`config.mk`:
```
export PLATFORM = sky130hd
export DESIGN_NAME = master_arbiter_port
export DESIGN_NICKNAME = d
export VERILOG_FILES = /design/src/rtl/master_arbiter_port.sv
export SDC_FILE = /design/constraint.sdc
export NUM_CORES = 1
export LEC_CHECK = 0
export ABC_AREA = 1
export BUFFER_PORTS_ARGS = -buffer_cell sky130_fd_sc_hd__buf_2
export CAP_MARGIN = 20
export CORE_MARGIN = 5
export CORE_UTILIZATION = 35
export CTS_BUF_LIST = sky130_fd_sc_hd__clkbuf_16
export DETAILED_ROUTE_END_ITERATION = 16
export PLACE_DENSITY = 0.58
export SYNTH_ARGS = -nofsm -noshare
export SYNTH_HDL_FRONTEND = slang
export SYNTH_SLANG_ARGS = --single-unit
```
`constraint.sdc`:
```
create_clock -name clk -period 1.84 [get_ports clk]
set_input_delay 0 -clock clk [delete_from_list [all_inputs] [get_ports clk]]
set_output_delay 0 -clock clk [all_outputs]
set_load 0.005 [all_outputs]
```
`src/rtl/master_arbiter_port.sv`:
```
// master_arbiter_port: master-side serial arbitration link endpoint (request/ack framing, grant/split/preempt decode)
module master_arbiter_port #(
    parameter int NO_SLAVES  = 3,
    parameter int S_ID_WIDTH = $clog2(NO_SLAVES + 1)
) (
    input  logic                  clk,
    input  logic                  rstN,
    input  logic                  req,
    input  logic [S_ID_WIDTH-1:0] req_id,
    input  logic                  accept,
    input  logic                  release_i,
    input  logic                  arb_in,
    output logic                  arb_out,
    output logic                  grant,
    output logic                  suspended,
    output logic                  preempted,
    output logic                  nak_pulse,
    output logic                  busy
);
    localparam int L  = 3 + S_ID_WIDTH;
    localparam int CW = $clog2(L + 1);

    typedef enum logic [2:0] {IDLE, REQ, WAIT_GRANT, ACK, COMM, REL, SPLIT_ACK, SPLIT_WAIT} state_t;

    state_t                state_q, state_d;
    logic [CW-1:0]         cnt_q, cnt_d;
    logic [S_ID_WIDTH-1:0] id_q, id_d;
    logic                  acc_q, acc_d;
    logic                  rin_q;
    logic                  out_q, out_d;
    logic                  nak_q, nak_d;
    logic                  pre_q, pre_d;
    logic [L-1:0]          req_sh;
    logic [2:0]            ack_sh, spl_sh;

    always_ff @(posedge clk or negedge rstN) begin
        if (!rstN) begin
            state_q <= IDLE;
            cnt_q   <= '0;
            id_q    <= '0;
            acc_q   <= 1'b0;
            rin_q   <= 1'b0;
            out_q   <= 1'b0;
            nak_q   <= 1'b0;
            pre_q   <= 1'b0;
        end else begin
            state_q <= state_d;
            cnt_q   <= cnt_d;
            id_q    <= id_d;
            acc_q   <= acc_d;
            rin_q   <= arb_in;
            out_q   <= out_d;
            nak_q   <= nak_d;
            pre_q   <= pre_d;
        end
    end

    // cnt_q counts bits already on the line; the next bit is the MSB of the shifted pattern
    always_comb begin
        req_sh  = {3'b111, id_q} << cnt_q;
        ack_sh  = (acc_q ? 3'b101 : 3'b110) << cnt_q;
        spl_sh  = 3'b010 << cnt_q;
        state_d = state_q;
        cnt_d   = cnt_q;
        id_d    = id_q;
        acc_d   = acc_q;
        out_d   = 1'b0;
        nak_d   = 1'b0;
        pre_d   = 1'b0;
        case (state_q)
            IDLE: if (req) begin
                state_d = REQ;
                id_d    = req_id;
                cnt_d   = CW'(1);
                out_d   = 1'b1;
            end
            REQ: if (cnt_q == CW'(L)) begin
                state_d = WAIT_GRANT;
                cnt_d   = '0;
            end else begin
                out_d = req_sh[L-1];
                cnt_d = cnt_q + 1'b1;
            end
            WAIT_GRANT, SPLIT_WAIT: if (cnt_q == '0) begin
                cnt_d = CW'(rin_q);
            end else begin
                state_d = ACK;
                acc_d   = accept;
                cnt_d   = CW'(1);
                out_d   = 1'b1;
            end
            ACK: if (cnt_q == CW'(3)) begin
                state_d = acc_q ? COMM : IDLE;
                out_d   = acc_q;
                cnt_d   = '0;
            end else begin
                out_d = ack_sh[2];
                nak_d = !acc_q && cnt_q == CW'(2);
                cnt_d = cnt_q + 1'b1;
            end
            COMM: if (release_i) begin
                state_d = REL;
                cnt_d   = CW'(1);
            end else if (cnt_q == '0) begin
                out_d = 1'b1;
                cnt_d = CW'(rin_q);
            end else begin
                state_d = rin_q ? IDLE : SPLIT_ACK;
                pre_d   = rin_q;
                cnt_d   = CW'(!rin_q);
            end
            REL: if (cnt_q == CW'(1)) begin
                out_d = 1'b1;
                cnt_d = CW'(2);
            end else begin
                state_d = IDLE;
                cnt_d   = '0;
            end
            SPLIT_ACK: if (cnt_q == CW'(3)) begin
                state_d = SPLIT_WAIT;
                cnt_d   = '0;
            end else begin
                out_d = spl_sh[2];
                cnt_d = cnt_q + 1'b1;
            end
            default: state_d = IDLE;
        endcase
    end

    always_comb begin
        arb_out   = out_q;
        grant     = state_q == COMM;
        suspended = state_q == SPLIT_ACK || state_q == SPLIT_WAIT;
        busy      = state_q != IDLE;
        preempted = pre_q;
        nak_pulse = nak_q;
    end
endmodule
```
==> impl_metrics.tcl <==
set metrics [dict create \
    synth_area_leaders "dfrtp_1, nand2_1, ha_1" \
    design.core.area_um2 2520 \
    tightest_slew_ns 0.349 \
    synthMuxAreaShare_pct 2.39 \
    hpwl_um 1650 \
    yosys.area_share.xor_xnor_pct 0 \
    start_util_pct 37.4 \
    multiInputGateArea_um2 547 \
    die_y_um 61.9 \
    drt-vias-per-instance 5.00 \
    dieArea_um2 3830 \
    area_growth_pct 22.3 \
    status "complete, no violations" \
    cts_tree "yes" \
    drt_iter0_markers 19 \
    fmax_mhz 612 \
    fin_skew_ns 0.00200 \
    first_pass_iters 4 \
    drive_gt1_share_pct 24.8 \
    synth_top_family_by_area "simple AND/OR/NAND/NOR gates" \
    io_pins 14 \
    layout_common_cells "nand2_1, inv_1, dfrtp_1, buf_2, nand3_1" \
    cts_sinks 13 \
    std_cell_rows 18 \
    place.gp.congestion 0.880 \
    path_buf_inv 2 \
    synthAdderAreaFrac_pct 9.28 \
    final_common_cell "nand2_1" \
    slew_headroom_pct 76.7 \
    p_leak_nw 0.616 \
    syn_inst 121 \
    power_per_cell_area_nw_per_um2 1650 \
    path_clk_slew_ns 0.05 \
    synth_compound_area_share_pct 9.81 \
    cpMaxStageDelayCell "dfrtp_1" \
    required_ns 1.97 \
    synth-seq-cells 13 \
    hold_viol 0 \
    root_buffer "clkbuf_16" \
    grtUsageTotal_pct 12.6 \
    syn_nets 136 \
    antenna_left 0 \
    timing.setup.tns_ns 0 \
    end_kind "register" \
    rsz0062_at_grt "no" \
    cts_buffers 3 \
    startpoint_type "register" \
    regArea_um2 325 \
    maxCapViolCount 0 \
    synth_area_um2 943 \
    fin_crit_ns 1.63 \
    yosysWarnings 0 \
    final_net_count 157 \
    fin_util_pct 45.7 \
    slowest_delay_ns 0.40 \
    cts-htree-levels 1 \
    vias 855 \
    grt_pass1_vias 825 \
    yosysTopAreaCell "dfrtp_1" \
    drcViolationCount 0 \
    final_max_slew_viol_count 0 \
    overflow 0 \
    cp_max_fo 4 \
    clock_latency_ns 0.24 \
    finalWirelength_um 2070 \
    critPathKind "register to register" \
    yosysSeqAreaShare_pct 34.5 \
    crit_family "adder cells" \
    wl_per_cell_um 12.1 \
    clockBufferDepth 2 \
    avgSynthCellArea_um2 7.80 \
    ys_types 23 \
    path_cells "inv_1 > ha_1 > nand2_1 > ha_1 > o31ai_1 > nand2_1 > inv_1 > a21oi_1" \
    die_x_um 61.9 \
    diodes 0 \
    finalCritPeriodShare_pct 88.8 \
    grt_pass1_wl_um 3490 \
    numPortBuffers 13 \
    arrival_ns 1.76 \
    layoutNonFillerInstCount 171 \
    finalSetupViolCount 0 \
    hp-class "input port to register" \
    synthSimpleGateAreaFrac_pct 36.5 \
    ir_worst_vdd_v 0.000767 \
    nFillCells 252 \
    antenna_found_initial 0 \
    place_inst 163 \
    grt_start_max_net_pins 14 \
    synth_top_area_share_pct 34.5 \
]
-- worst register-to-register path: stages, from the launching register on --
cell	delay, ns
dfrtp_1	0.40
inv_1	0.13
ha_1	0.18
nand2_1	0.10
ha_1	0.29
o31ai_1	0.23
nand2_1	0.07
inv_1	0.05
a21oi_1	0.05
-- metrics by stage --
stage	instance area [µm²]	hold WS (ns)	setup WS (ns)	total power [mW]
floorplan	943	-0.296	0.287	1.28
global placement	1030	-0.0870	0.202	1.48
detailed placement	1030	-0.0846	0.153	1.49
CTS	1150	0.0240	0.148	1.92
global route	1150	0.0439	0.0407	2.09
finish	1150	0.0257	0.207	1.90
-- Yosys cell counts --
master / instances
nor2_2: 1
o221ai_1: 1
ha_1: 7
nand3_1: 12
nor3_1: 1
nor3b_1: 2
o21ai_2: 1
inv_2: 2
o2111ai_1: 1
nand2_1: 34
mux2_2: 2
nor2_4: 3
o31ai_1: 1
buf_6: 1
nor2_1: 8
o21bai_4: 1
o21ai_0: 5
nand2_2: 4
a21oi_1: 3
dfrtp_1: 13
nand3b_2: 1
inv_1: 14
nand3_2: 3
-- what timing repair did --
item	CTS	global route
endpoints found under the setup margin	0	1
buffers inserted	0	0
gates resized for setup	0	1
hold endpoints to repair	16	0
hold buffers	4	0
-- final cells by class --
cell class / count / share of cell area (%)
clock buffers: 3 / 6.51
clock inverters: 1 / 0.325
inverters: 16 / 5.21
multi-input cells: 91 / 47.4
flip-flops and latches: 13 / 28.2
well taps: 30 / 3.25
repair buffers: 17 / 9.11
-- kinds of logic after synthesis --
family / count (synthesis)
compound gates: 13
fa+ha+maj: 7
buf+inv: 17
flops: 13
mux: 2
simple gates: 69
-- registers in the layout, summed over array words and instances (netlist names) --
register / cells
cnt_q: 3
id_q: 2
nak_pulse: 1
state_q: 3
preempted: 1
rin_q: 1
arb_out: 1
acc_q: 1
-- routing by layer --
metal / vias up / part of all wire (%) / GRT usage, %
met5: - / 0 / 0
met4: 0 / 2.5 / 7.88
met3: 5 / 4.2 / 2.48
met2: 13 / 49 / 20.6
met1: 405 / 45 / 15.1
li1: 432 / - / -
-- report_power, final --
| group | switching [mW] | internal [mW] |
|---|---|---|
| Combinational | 0.592 | 0.380 |
| Clock | 0.122 | 0.287 |
| Sequential | 0.122 | 0.397 |
-- path summary, 6_finish.rpt --
check | start | end | slack (ns) | depth (start not counted)
hold reg to reg | id_q[1]$_DFFE_PN0P_ | id_q[1]$_DFFE_PN0P_ | 0.52 | 1
setup / recovery | cnt_q[1]$_DFFE_PN0N_ | cnt_q[0]$_DFFE_PN0N_ | 0.21 | 8
setup reg to reg | cnt_q[1]$_DFFE_PN0N_ | cnt_q[0]$_DFFE_PN0N_ | 0.21 | 8
hold / removal | accept | acc_q$_DFFE_PN0P_ | 0.03 | 3
max in group asynchronous | rstN | nak_pulse$_DFF_PN0_ | 1.43 | 2
min in group asynchronous | rstN | state_q[1]$_DFFE_PN0P_ | 0.18 | 2
Power figures use the tool's default switching activity.
